**config.mk**
```make
export PLATFORM = sky130hd
export DESIGN_NAME = eth_rx_fcs_check
export DESIGN_NICKNAME = d
export VERILOG_FILES = /design/src/rtl/eth_pkg.sv /design/src/rtl/eth_crc32_byte.sv /design/src/rtl/eth_rx_fcs_check.sv
export SDC_FILE = /design/constraint.sdc
export NUM_CORES = 1
export LEC_CHECK = 0
export CAP_MARGIN = 15
export CORE_UTILIZATION = 56
export CTS_BUF_LIST = sky130_fd_sc_hd__clkbuf_2
export CTS_CLUSTER_DIAMETER = 120
export DETAILED_ROUTE_END_ITERATION = 6
export PLACE_DENSITY = 0.84
export SLEW_MARGIN = 20
export SYNTH_ARGS = -nofsm -noshare
export SYNTH_HDL_FRONTEND = slang
export SYNTH_SLANG_ARGS = --single-unit
```
**constraint.sdc**
```tcl
create_clock -name clk -period 2.73 [get_ports clk]
set_clock_uncertainty 0.2 [all_clocks]
set_input_delay 0.273 -clock clk [delete_from_list [all_inputs] [get_ports clk]]
set_output_delay 0.273 -clock clk [all_outputs]
set_load 0.02 [all_outputs]
```
**src/rtl/eth_pkg.sv**
```systemverilog
// Shared Ethernet constants and types for the RX frame check and TX encapsulation stages.
package eth_pkg;

  localparam logic [31:0] CRC32_POLY    = 32'hEDB88320;
  localparam logic [31:0] CRC32_INIT    = 32'hFFFFFFFF;
  localparam logic [31:0] CRC32_RESIDUE = 32'hDEBB20E3;

  localparam int LEN_CRC  = 4;
  localparam int LEN_ADDR = 6;
  localparam int LEN_LEN  = 2;

  typedef enum logic {
    IDLE,
    RUN
  } rxState_t;

endpackage

```
**src/rtl/eth_crc32_byte.sv**
```systemverilog
// One-byte step of the reflected CRC-32 (LSB first); purely combinational.
module eth_crc32_byte
  import eth_pkg::*;
(
  input  logic [31:0] crc_in,
  input  logic [7:0]  data,
  output logic [31:0] crc_out
);

  always_comb begin
    crc_out = crc_in ^ {24'h000000, data};
    for (int i = 0; i < 8; i++) begin
      crc_out = crc_out[0] ? ((crc_out >> 1) ^ CRC32_POLY) : (crc_out >> 1);
    end
  end

endmodule

```
**src/rtl/eth_rx_fcs_check.sv**
```systemverilog
// Receive FCS check: CRC-32 over the whole frame, strips the trailing FCS bytes
// through a 4-byte delay line and reports CRC/length status at end of frame.
module eth_rx_fcs_check
  import eth_pkg::*;
#(
  parameter int MIN_FRAME_LEN = 64,
  parameter int MAX_FRAME_LEN = 1518
) (
  input  logic        clk,
  input  logic        rst,
  input  logic [7:0]  in_data,
  input  logic        in_valid,
  input  logic        in_sof,
  input  logic        in_eof,
  output logic [7:0]  out_data,
  output logic        out_valid,
  output logic        out_sof,
  output logic        out_eof,
  output logic        frame_done,
  output logic        crc_err,
  output logic        len_err,
  output logic [10:0] frame_len
);

  localparam logic [10:0] LEN_SAT = 11'h7FF;
  localparam logic [10:0] LEN_MIN = 11'(MIN_FRAME_LEN);
  localparam logic [10:0] LEN_MAX = 11'(MAX_FRAME_LEN);
  localparam logic [10:0] FWD_AT  = 11'(LEN_CRC);

  rxState_t    r_state;
  logic [31:0] r_crc;
  logic [10:0] r_count;
  logic [31:0] r_dly;

  logic [31:0] w_crcSeed;
  logic [31:0] w_crcNext;
  logic [10:0] w_countInc;

  // A start-of-frame byte always folds into a fresh CRC, even mid-frame.
  assign w_crcSeed  = in_sof ? CRC32_INIT : r_crc;
  assign w_countInc = (r_count == LEN_SAT) ? r_count : r_count + 11'd1;

  eth_crc32_byte u_crc (
    .crc_in  (w_crcSeed),
    .data    (in_data),
    .crc_out (w_crcNext)
  );

  always_ff @(posedge clk or negedge rst) begin
    if (!rst) begin
      r_state    <= IDLE;
      r_crc      <= CRC32_INIT;
      r_count    <= 11'd0;
      r_dly      <= 32'h0;
      out_data   <= 8'h00;
      out_valid  <= 1'b0;
      out_sof    <= 1'b0;
      out_eof    <= 1'b0;
      frame_done <= 1'b0;
      crc_err    <= 1'b0;
      len_err    <= 1'b0;
      frame_len  <= 11'd0;
    end else begin
      out_valid  <= 1'b0;
      out_sof    <= 1'b0;
      out_eof    <= 1'b0;
      frame_done <= 1'b0;
      if (in_valid && in_sof) begin
        // A new sof inside a frame closes the old one as truncated.
        if (r_state == RUN) begin
          frame_done <= 1'b1;
          crc_err    <= 1'b1;
          len_err    <= 1'b1;
          frame_len  <= r_count;
        end else if (in_eof) begin
          frame_done <= 1'b1;
          crc_err    <= 1'b1;
          len_err    <= 1'b1;
          frame_len  <= 11'd1;
        end
        r_crc   <= w_crcNext;
        r_count <= 11'd1;
        r_dly   <= {24'h000000, in_data};
        r_state <= in_eof ? IDLE : RUN;
      end else if (in_valid && r_state == RUN) begin
        r_crc   <= w_crcNext;
        r_count <= w_countInc;
        r_dly   <= {r_dly[23:0], in_data};
        if (r_count >= FWD_AT) begin
          out_valid <= 1'b1;
          out_data  <= r_dly[31:24];
          out_sof   <= (r_count == FWD_AT);
          out_eof   <= in_eof;
        end
        if (in_eof) begin
          frame_done <= 1'b1;
          crc_err    <= (w_crcNext != CRC32_RESIDUE);
          len_err    <= (w_countInc < LEN_MIN) || (w_countInc > LEN_MAX);
          frame_len  <= w_countInc;
          r_state    <= IDLE;
        end
      end
    end
  end

endmodule

```
==> flow_summary_export.csv, run 1 <==
group,metric,value,unit
drt,drtIter0Drc,287,
yosys,yosys_warnings,0,
sta,drv_slew,0,
drt,drc_errors,0,
sta,slew_headroom,43.7,%
sta,rsz0062_at_grt,"true",
run_status,status,"completed",
global_routing,met2_usage,48.8,%
die,die_h,105,um
die,io_pins,38,
sta,tightest_slew,0.841,ns
drt,routedWlPerCell,17.2,um
finish,drive_gt1_share,24.2,%
clock_tree,cts_root_buffer,"clkbuf_2",
placement,place_ws,-0.294,ns
yosys,synth.area.mux_share,3.59,%
sta,period_minus_slack,2.73,ns
yosys,async_reset_ff_share,100,%
placement,place_congestion,0.960,
sta,setup_slack,0.00113,ns
critical_path,end_kind,"flip-flop",
sta,finalSetupViolations,0,
power_and_ir_drop,irDropWorstVdd,0.750,mV
yosys,syn_area,0.00596,mm2
clock_tree,cts_buffers,9,
die,start_util,57.7,%
yosys,synth_xor_area_share,16.6,%
global_routing,grt_use_met1,35.4,%
critical_path,worstSetupPathType,"flip-flop to flip-flop",
clock_tree,htreeDepth,3,
critical_path,rr_startpoint,"r_crc[3]$_DFFE_PN1P_",
sta,fin_hold_ws,0.0949,ns
yosys,synthDistinctLibCells,57,
clock_tree,clock_latency,0.61,ns
sta,clock.fmax,0.366,GHz
yosys,synth-simple-area-share,16.1,%
drt,drt_pass1_iterations,5,
yosys,synth-seq-area-share,43.1,%
drt,ant_nets,0,
run,max-cap-violations,0,
worst_hold_path,hp-class,"input port to flip-flop",
finish,area_delta_synth_final,22.1,%
global_routing,grt_max_degree,61,
sta,hold_violations,0,
die,fp.dieW,105,um
global_routing,antenna_found_initial,0,
critical_path,r2r_cells,9,
placement,dp_hpwl,10900,um
critical_path,worstPathRequired,3.07,ns
yosys,synth_compound_area_share,15.4,%
global_routing,grt_usage,28.3,%
yosys,syn-num-nets,661,
drt,drt-vias-per-instance,5.76,
die,dieArea,0.0111,mm2
yosys,yosysMostFrequentCell,"nand2_1",
critical_path,r2r_setup_slack,0.001,ns
yosys,yosys.area.top_type,"dfrtp_1",
clock_tree,cts_tree,"yes",
global_routing,use_met3,6.11,%
yosys,ys_ff_latch,101,
die,rows,37,
clock_tree,clk_path_buf_depth,2,
drt,vias,5018,
yosys,synth_edf_count,0,
yosys,synth_common_cells,"95 x nand2_1, 79 x xnor2_1, 69 x dfrtp_1",
yosys,synth_top_family_by_area,"XOR/XNOR gates",
global_routing,grt_pass1_vias,4925,
critical_path,start_kind,"flip-flop",
yosys,postSynthCellCount,645,
power_and_ir_drop,p_leak,3.15,nW
yosys,synthAdderAreaFrac,0.798,%
die,core_area,0.0103,mm2
placement,io_buffers,37,
finish,n_antenna_cell,0,
global_routing,grt.busiest_layer,"met2",
yosys,synth_area_leaders,"dfrtp_1 29%, dfstp_2 14%, xnor2_1 12%, nand2_1 6.0%, o21ai_0 5.3%",
critical_path,critPathArrivalTime,3.07,ns
global_routing,grt_overflow,0,
clock_tree,clock_sinks,101,
critical_path,r2r-end,"crc_err$_DFFE_PN0P_",
critical_path,crit_end,"crc_err$_DFFE_PN0P_",
power_and_ir_drop,power_density,1000,mW/mm2
yosys,synth_top_area_share,29.0,%
finish,layout.nets,746,
global_routing,grt_pass1_wl,24500,um
clock_tree,clk_pin_slew_worst_paths,0.31,ns
yosys,synth_area_per_cell,9.23,um2
yosys,synth_flop_cell,"dfrtp_1",
sta,finalCritPeriodShare,100,%
critical_path,cp_max_fo,4,
critical_path,critPathLaunch,"r_crc[3]$_DFFE_PN1P_",
drt,wl,15000,um
[worst min path at each step]
stage	start	depth (start not counted)	to	slack (ns)
final	in_data[3]	3	r_dly[3]$_DFFE_PN0P_	0.09
after global routing	in_sof	5	r_crc[0]$_DFFE_PN1P_	0.05
after CTS	in_sof	5	r_crc[0]$_DFFE_PN1P_	0.03
after detailed placement	rst	1	frame_len[10]$_DFFE_PN0P_	0.1
after global placement	rst	1	frame_done$_DFF_PN0_	0.08
after floorplan	rst	0	crc_err$_DFFE_PN0P_	-0.22
[registers in the layout, indices dropped and copies added, names as in the netlist]
name        flops
r_crc          32
frame_done      1
out_sof         1
crc_err         1
r_state         1
out_data        8
out_valid       1
r_dly          32
len_err         1
out_eof         1
r_count        11
frame_len      11
[worst max-delay path, stage by stage, from the launching register on]
cell,delay [ns]
dfstp_2,0.66
buf_4,0.13
nor2_1,0.06
xnor2_2,0.23
xor3_2,0.40
xor2_2,0.17
mux2i_1,0.13
or3_1,0.37
nor4_2,0.22
a31oi_1,0.11
[layout make-up]
type	instances	area [um2]
clock buffer	9	45.0
tap	136	170
clock inverter	7	114
sequential	101	2570
timing repair buffer	122	1070
fill	767	3050
multi-input combinational	487	3270
inverter	9	33.8
[per-layer routing]
metal / vias to the layer above / routed length (um) / share of wire [%]
met1: 2451 / 6290 / 42
met2: 174 / 7620 / 51
met3: 32 / 740 / 4.9
met5: - / 0 / 0
met4: 0 / 371 / 2.5
li1: 2361 / - / -
[where the power goes]
part           leakage, nW  switching, mW  internal, mW  total, mW
clock               0.0922          0.566         0.329      0.895
sequential            1.26          0.326          1.98       2.30
combinational         1.79           1.97          2.13       4.09
total                 3.15           2.86          4.43       7.29
[kinds of logic (layout without fill, tap and decap cells)]
logic type	after synthesis	in the layout
AND/OR/NAND/NOR	218	218
AO/OA/AOI/OAI	144	144
XOR/XNOR	101	101
flip-flops	101	101
buffers and inverters	57	147
multiplexers	20	20
adder cells (fa/ha/maj)	4	4
[repair_timing]
item	CTS	global route
hold endpoints to repair	69	0
pin swaps	0	16
buffers inserted	1	6
hold buffers	3	0
gates resized for setup	4	23
setup endpoints to repair	1	2
[cell usage in the layout, fill, tap and decap left out, types with 3 or more instances in the layout]
cell type        synthesis  layout
nor2_1                  59      57
xnor2_2                  2       3
nor2b_1                  5       5
clkdlybuf4s50_1          0      35
and2_1                   5       4
inv_1                    8       8
and3_1                   3       3
inv_6                    0       3
mux2_2                  11      11
clkbuf_2                 0       9
nor4_2                   1       3
nand3b_1                 3       3
xnor2_1                 79      76
buf_12                   0       5
ha_1                     3       3
o31ai_1                  3       3
buf_4                    4      79
dfstp_2                 32      31
nand4_1                  4       4
a21oi_1                 21      21
o21ai_0                 63      61
a31oi_1                  5       4
a22o_1                  26      26
dfrtp_1                 69      68
mux2i_1                  9       9
nor4_1                   7       5
or3_4                    1       3
nand2_1                 95      95
xnor3_1                  4       4
xor2_1                  14      12
nor3_1                  12      10
o21a_1                   4       3
nand3_1                 14      14
[stage by stage]
stage / instance area, um2 / total power [mW] / std cells / TNS, ns / util, %
detailed placement: 6880 / 6.10 / 845 / -0.434 / 66.7
global placement: 6880 / 5.97 / 845 / -0.236 / 66.7
finish: 7270 / 7.29 / 871 / 0 / 70.4
floorplan: 5960 / 4.73 / 645 / 0 / -
global route: 7270 / 7.75 / 871 / -0.0665 / 70.4
CTS: 7100 / 7.05 / 865 / 0 / 68.8
Power figures use the tool's default switching activity.
==> run 2, diff against run 1 <==
- CORE_UTILIZATION: 56 -> 57
- MAX_ROUTING_LAYER: unset -> met4
- PLACE_DENSITY: 0.84 -> 0.82
- clock period: 2.73 -> 3.1 ns (I/O delays scaled with it)
==> flow_summary_export.csv, run 2 (same netlist as run 1, synthesis figures left out) <==
group,metric,value,unit
finish,layout_commonest_cell,"nand2_1",
power_and_ir_drop,irDropWorstVdd,0.527,mV
sta,clock.fmax,0.337,GHz
power_and_ir_drop,power,5.54,mW
critical_path,slowest_stage,"dfstp_2",
power_and_ir_drop,seqPwrFrac,36.5,%
sta,setup_tns,0,ns
critical_path,worstSetupPathType,"flip-flop to flip-flop",
die,fp.dieW,104,um
die,core_area,0.00995,mm2
clock_tree,cts_tree,"yes",
placement,place_congestion,1.00,
global_routing,antenna_found_initial,0,
finish,final_cell_mix,"95 x nand2_1, 79 x xnor2_1, 69 x dfrtp_1",
sta,slew_headroom,40.1,%
drt,drt_pass1_iterations,5,
global_routing,grt_overflow,0,
sta,drv_slew,0,
power_and_ir_drop,sw_frac_of_total,41.0,%
critical_path,r2r-end,"crc_err$_DFFE_PN0P_",
finish,layout.nets,696,
die,io_pins,38,
critical_path,critPathBufInv,0,
clock_tree,clock_latency,0.61,ns
clock_tree,ctsResizeCount,0,
sta,fin_hold_ws,0.00908,ns
power_and_ir_drop,internal-power,3.27,mW
die,die_h,104,um
clock_tree,clk_pin_slew_worst_paths,0.29,ns
critical_path,cp_num_cells,8,
power_and_ir_drop,power.switching,2.27,mW
power_and_ir_drop,clkPwrFrac,10.7,%
drt,ant_nets,0,
finish,drive_gt1_share,15.6,%
clock_tree,clk_path_buf_depth,2,
critical_path,cp_cell_sequence,"xnor2_1 -> mux2i_1 -> xor2_1 -> and2_1 -> a221oi_1 -> or3_1 -> nor4_2 -> a31oi_1",
critical_path,rr_startpoint,"r_crc[0]$_DFFE_PN1P_",
sta,hold_violations,0,
sta,period_minus_slack,2.97,ns
finish,fin_cells,818,
drt,routedWlPerCell,16.7,um
sta,setup_slack,0.132,ns
finish,fin_util,66.7,%
global_routing,grt_pass1_vias,4535,
worst_hold_path,hp-class,"input port to asynchronous set/reset pin",
critical_path,worstPathRequired,3.41,ns
finish,area_delta_synth_final,11.5,%
power_and_ir_drop,combPwrFrac,52.8,%
critical_path,cp_top_family,"simple AND/OR/NAND/NOR gates",
finish,n_antenna_cell,0,
die,start_util,59.8,%
placement,place_ws,0.0201,ns
drt,vias,4759,
sta,finalCritPeriodShare,95.7,%
drt,drtIter0Drc,317,
clock_tree,clock_sinks,101,
sta,tightest_slew,0.895,ns
critical_path,end_kind,"flip-flop",
clock_tree,htreeDepth,3,
global_routing,grt_max_degree,56,
critical_path,r2r_cells,8,
run_status,status,"completed",
die,dieArea,0.0109,mm2
drt,drt-vias-per-instance,5.82,
finish,reg_top3,"r_crc (32), r_dly (32)",
placement,io_buffers,37,
drt,drc_errors,0,
sta,finalSetupViolations,0,
power_and_ir_drop,power_density,835,mW/mm2
global_routing,grt_usage,27.4,%
placement,placed_cells,801,
critical_path,critPathLaunch,"r_crc[0]$_DFFE_PN1P_",
critical_path,cp_max_fo,7,
sta,rsz0062_at_grt,"false",
critical_path,max_stage_delay,0.74,ns
clock_tree,cts_root_buffer,"clkbuf_2",
global_routing,grt_pass1_wl,22900,um
power_and_ir_drop,p_leak,2.81,nW
finish,final_cell_area,0.00664,mm2
critical_path,r2r_setup_slack,0.13,ns
die,rows,36,
critical_path,critPathArrivalTime,3.28,ns
placement,placed_cell_area,0.00653,mm2
clock_tree,cts_buffers,9,
critical_path,start_kind,"flip-flop",
placement,dp_hpwl,10100,um
drt,wl,13700,um
run,max-cap-violations,0,
[run 2: cell types whose count changed in the layout (fill, tap and decap cells not counted), sizes merged]
cell	delta
clkinv	+1
clkinvlp	+1
buf	-49
dlygate4sd3	-1
bufinv	-2
[run 2: how the worst max path moves through the flow]
stage	endpoint	slack (ns)
after detailed placement	crc_err$_DFFE_PN0P_	0.02
after CTS	crc_err$_DFFE_PN0P_	0.14
after global placement	crc_err$_DFFE_PN0P_	0.09
after global routing	crc_err$_DFFE_PN0P_	0.02
after floorplan	crc_err$_DFFE_PN0P_	0.48
final	crc_err$_DFFE_PN0P_	0.13
[run 2: final cells by class]
type	instances	area [um2]
inverters	9	33.8
multi-input cells	487	3130
well taps	133	166
fillers	813	3310
flip-flops and latches	101	2570
clock inverters	7	53.8
repair buffers	72	641
clock buffers	9	45.0
[run 2: worst register-to-register path: cells and delay by family, from the launching register on]
family,cells,cell delay (ns)
XOR/XNOR,2,0.53
AND/OR/NAND/NOR,3,0.89
multiplexers,1,0.34
flip-flops,1,0.74
AO/OA/AOI/OAI,2,0.19
[run 2: power by group through the flow]
stage,registers (mW),logic [mW],clock network [mW]
floorplan,1.93,2.24,0
global placement,2.03,2.85,0
detailed placement,2.04,2.90,0
CTS,2.02,2.92,0.608
global route,2.06,3.21,0.662
finish,2.02,2.93,0.592
[run 2: layer usage]
layer / global-route usage [%] / vias up / routed length, um / part of all wire [%]
met5: - / - / 0 / 0
met1: 35.6 / 2312 / 6200 / 45
met2: 45.3 / 136 / 6710 / 49
met3: 4.07 / 22 / 524 / 3.8
li1: - / 2289 / - / -
met4: 7.14 / 0 / 240 / 1.8
[run 2: repair_timing]
item | CTS | global route
hold endpoints to repair | 94 | 0
buffers inserted | 0 | 0
hold buffers | 1 | 0
==> run 3, diff against run 2 <==
- ABC_CLOCK_PERIOD_IN_PS: unset -> 3100
- CORE_MARGIN: unset -> 1.5
==> flow_summary_export.csv, run 3 (same netlist as run 1, synthesis figures left out) <==
group,metric,value,unit
clock_tree,cts_tree,"yes",
die,dieArea,0.0111,mm2
sta,slew_headroom,58.7,%
global_routing,grt_pass1_vias,4566,
critical_path,critPathArrivalTime,3.21,ns
sta,period_minus_slack,2.93,ns
clock_tree,cts_root_buffer,"clkbuf_2",
global_routing,grt_overflow,0,
critical_path,critPathBufInv,0,
die,rows,37,
sta,tightest_slew,0.617,ns
critical_path,start_kind,"flip-flop",
global_routing,grt_usage,27.5,%
critical_path,cp_top_family,"simple AND/OR/NAND/NOR gates",
placement,place_congestion,0.969,
drt,drc_errors,0,
finish,fin_cells,822,
die,io_pins,38,
critical_path,cp_cell_sequence,"xnor2_1 -> nor2_1 -> xor3_2 -> xor2_1 -> mux2i_1 -> or3_1 -> nor4_2 -> a31oi_1",
run,max-cap-violations,0,
sta,finalSetupViolations,0,
sta,drv_slew,0,
drt,ant_nets,0,
finish,drive_gt1_share,15.7,%
drt,vias,4731,
die,fp.dieW,105,um
placement,io_buffers,37,
sta,setup_tns,0,ns
finish,layout.nets,697,
finish,layout_commonest_cell,"nand2_1",
placement,dp_hpwl,10300,um
clock_tree,clock_latency,0.60,ns
finish,n_antenna_cell,0,
critical_path,worstPathRequired,3.39,ns
die,core_area,0.0102,mm2
critical_path,slowest_stage,"dfstp_2",
clock_tree,htreeDepth,3,
critical_path,max_stage_delay,0.73,ns
critical_path,end_kind,"flip-flop",
critical_path,worstSetupPathType,"flip-flop to flip-flop",
clock_tree,clk_pin_slew_worst_paths,0.30,ns
drt,wl,13900,um
die,die_h,105,um
clock_tree,clock_sinks,101,
global_routing,grt_pass1_wl,23200,um
drt,drtIter0Drc,329,
drt,routedWlPerCell,16.9,um
sta,rsz0062_at_grt,"false",
sta,clock.fmax,0.342,GHz
finish,reg_top3,"r_crc (32), r_dly (32)",
power_and_ir_drop,irDropWorstVdd,0.552,mV
worst_hold_path,hp-class,"input port to flip-flop",
clock_tree,clk_path_buf_depth,2,
global_routing,antenna_found_initial,0,
power_and_ir_drop,p_leak,2.83,nW
finish,final_cell_mix,"95 x nand2_1, 78 x xnor2_1, 69 x dfrtp_1",
global_routing,grt_max_degree,58,
die,start_util,58.2,%
drt,drt-vias-per-instance,5.76,
critical_path,cp_max_fo,8,
finish,area_delta_synth_final,12.5,%
drt,drt_pass1_iterations,5,
run_status,status,"completed",
clock_tree,cts_buffers,9,
sta,hold_violations,0,
power_and_ir_drop,power_density,838,mW/mm2
sta,finalCritPeriodShare,94.4,%
placement,placed_cells,803,
run 3: cell count changes in the layout (fill, tap and decap cells not counted), sizes merged:
cell         previous run  this run
buf                    36        35
clkinv                  2         4
clkinvlp                1         0
dlygate4sd3             1         3
inv                    13        12
run 3: what timing repair did:
action / 4_1_cts / 5_1_grt
setup buffers: 0 / 0
gates resized for setup: 0 / 1
hold buffers: 3 / 0
endpoints found under the setup margin: 0 / 1
hold endpoints to repair: 94 / 0
run 3: area by class of cell:
cell class / instances / area, um2
timing repair buffer: 73 / 653
fill: 834 / 3530
inverter: 9 / 33.8
sequential: 101 / 2570
clock inverter: 7 / 86.3
tap: 136 / 170
clock buffer: 9 / 45.0
multi-input combinational: 487 / 3140
run 3: worst paths after layout:
check | depth (start not counted) | slack [ns] | from | to
setup / recovery | 8 | 0.17 | r_crc[2]$_DFFE_PN1P_ | crc_err$_DFFE_PN0P_
hold / removal | 4 | 0.13 | in_sof | r_crc[0]$_DFFE_PN1P_
setup reg to reg | 8 | 0.17 | r_crc[2]$_DFFE_PN1P_ | crc_err$_DFFE_PN0P_
hold reg to reg | 2 | 0.30 | r_crc[13]$_DFFE_PN1P_ | r_crc[13]$_DFFE_PN1P_
max in group asynchronous | 4 | 0.87 | rst | r_state$_DFFE_PN0P_
min in group asynchronous | 3 | 0.48 | rst | r_count[9]$_DFFE_PN0P_
run 3: where the power goes:
part	switching, mW	internal [mW]
sequential	0.296	1.73
combinational	1.52	1.40
clock	0.508	0.142
total	2.33	3.28
run 3: worst register-to-register path, delay by kind of cell (launching register included):
| family | cells | cell delay [ns] |
|---|---|---|
| flip-flops | 1 | 0.73 |
| AO/OA/AOI/OAI | 1 | 0.11 |
| multiplexers | 1 | 0.11 |
| AND/OR/NAND/NOR | 3 | 0.96 |
| XOR/XNOR | 3 | 0.71 |
run 3: stage by stage:
| step | utilization, % | power, mW | instance area, um2 | setup slack, ns | hold WS, ns |
|---|---|---|---|---|---|
| 2_1_floorplan | - | 4.17 | 5960 | 0.479 | -0.186 |
| 5_1_grt | 65.5 | 6.00 | 6700 | 0.000551 | 0.112 |
| 3_3_place_gp | 63.8 | 4.87 | 6530 | -0.0122 | 0.146 |
| 6_report | 65.5 | 5.61 | 6700 | 0.172 | 0.126 |
| 3_5_place_dp | 63.8 | 4.95 | 6530 | -0.0645 | 0.155 |
| 4_1_cts | 65.4 | 5.62 | 6690 | 0.218 | 0.0954 |
run 3: per-layer routing:
layer  vias to the layer above  wire [um]  global-route usage, %
met3                        32        657                   3.59
met1                      2254       5860                   34.7
met5                         -          0                      -
li1                       2276          -                      -
met4                         0        341                   10.3
met2                       169       7030                   45.7
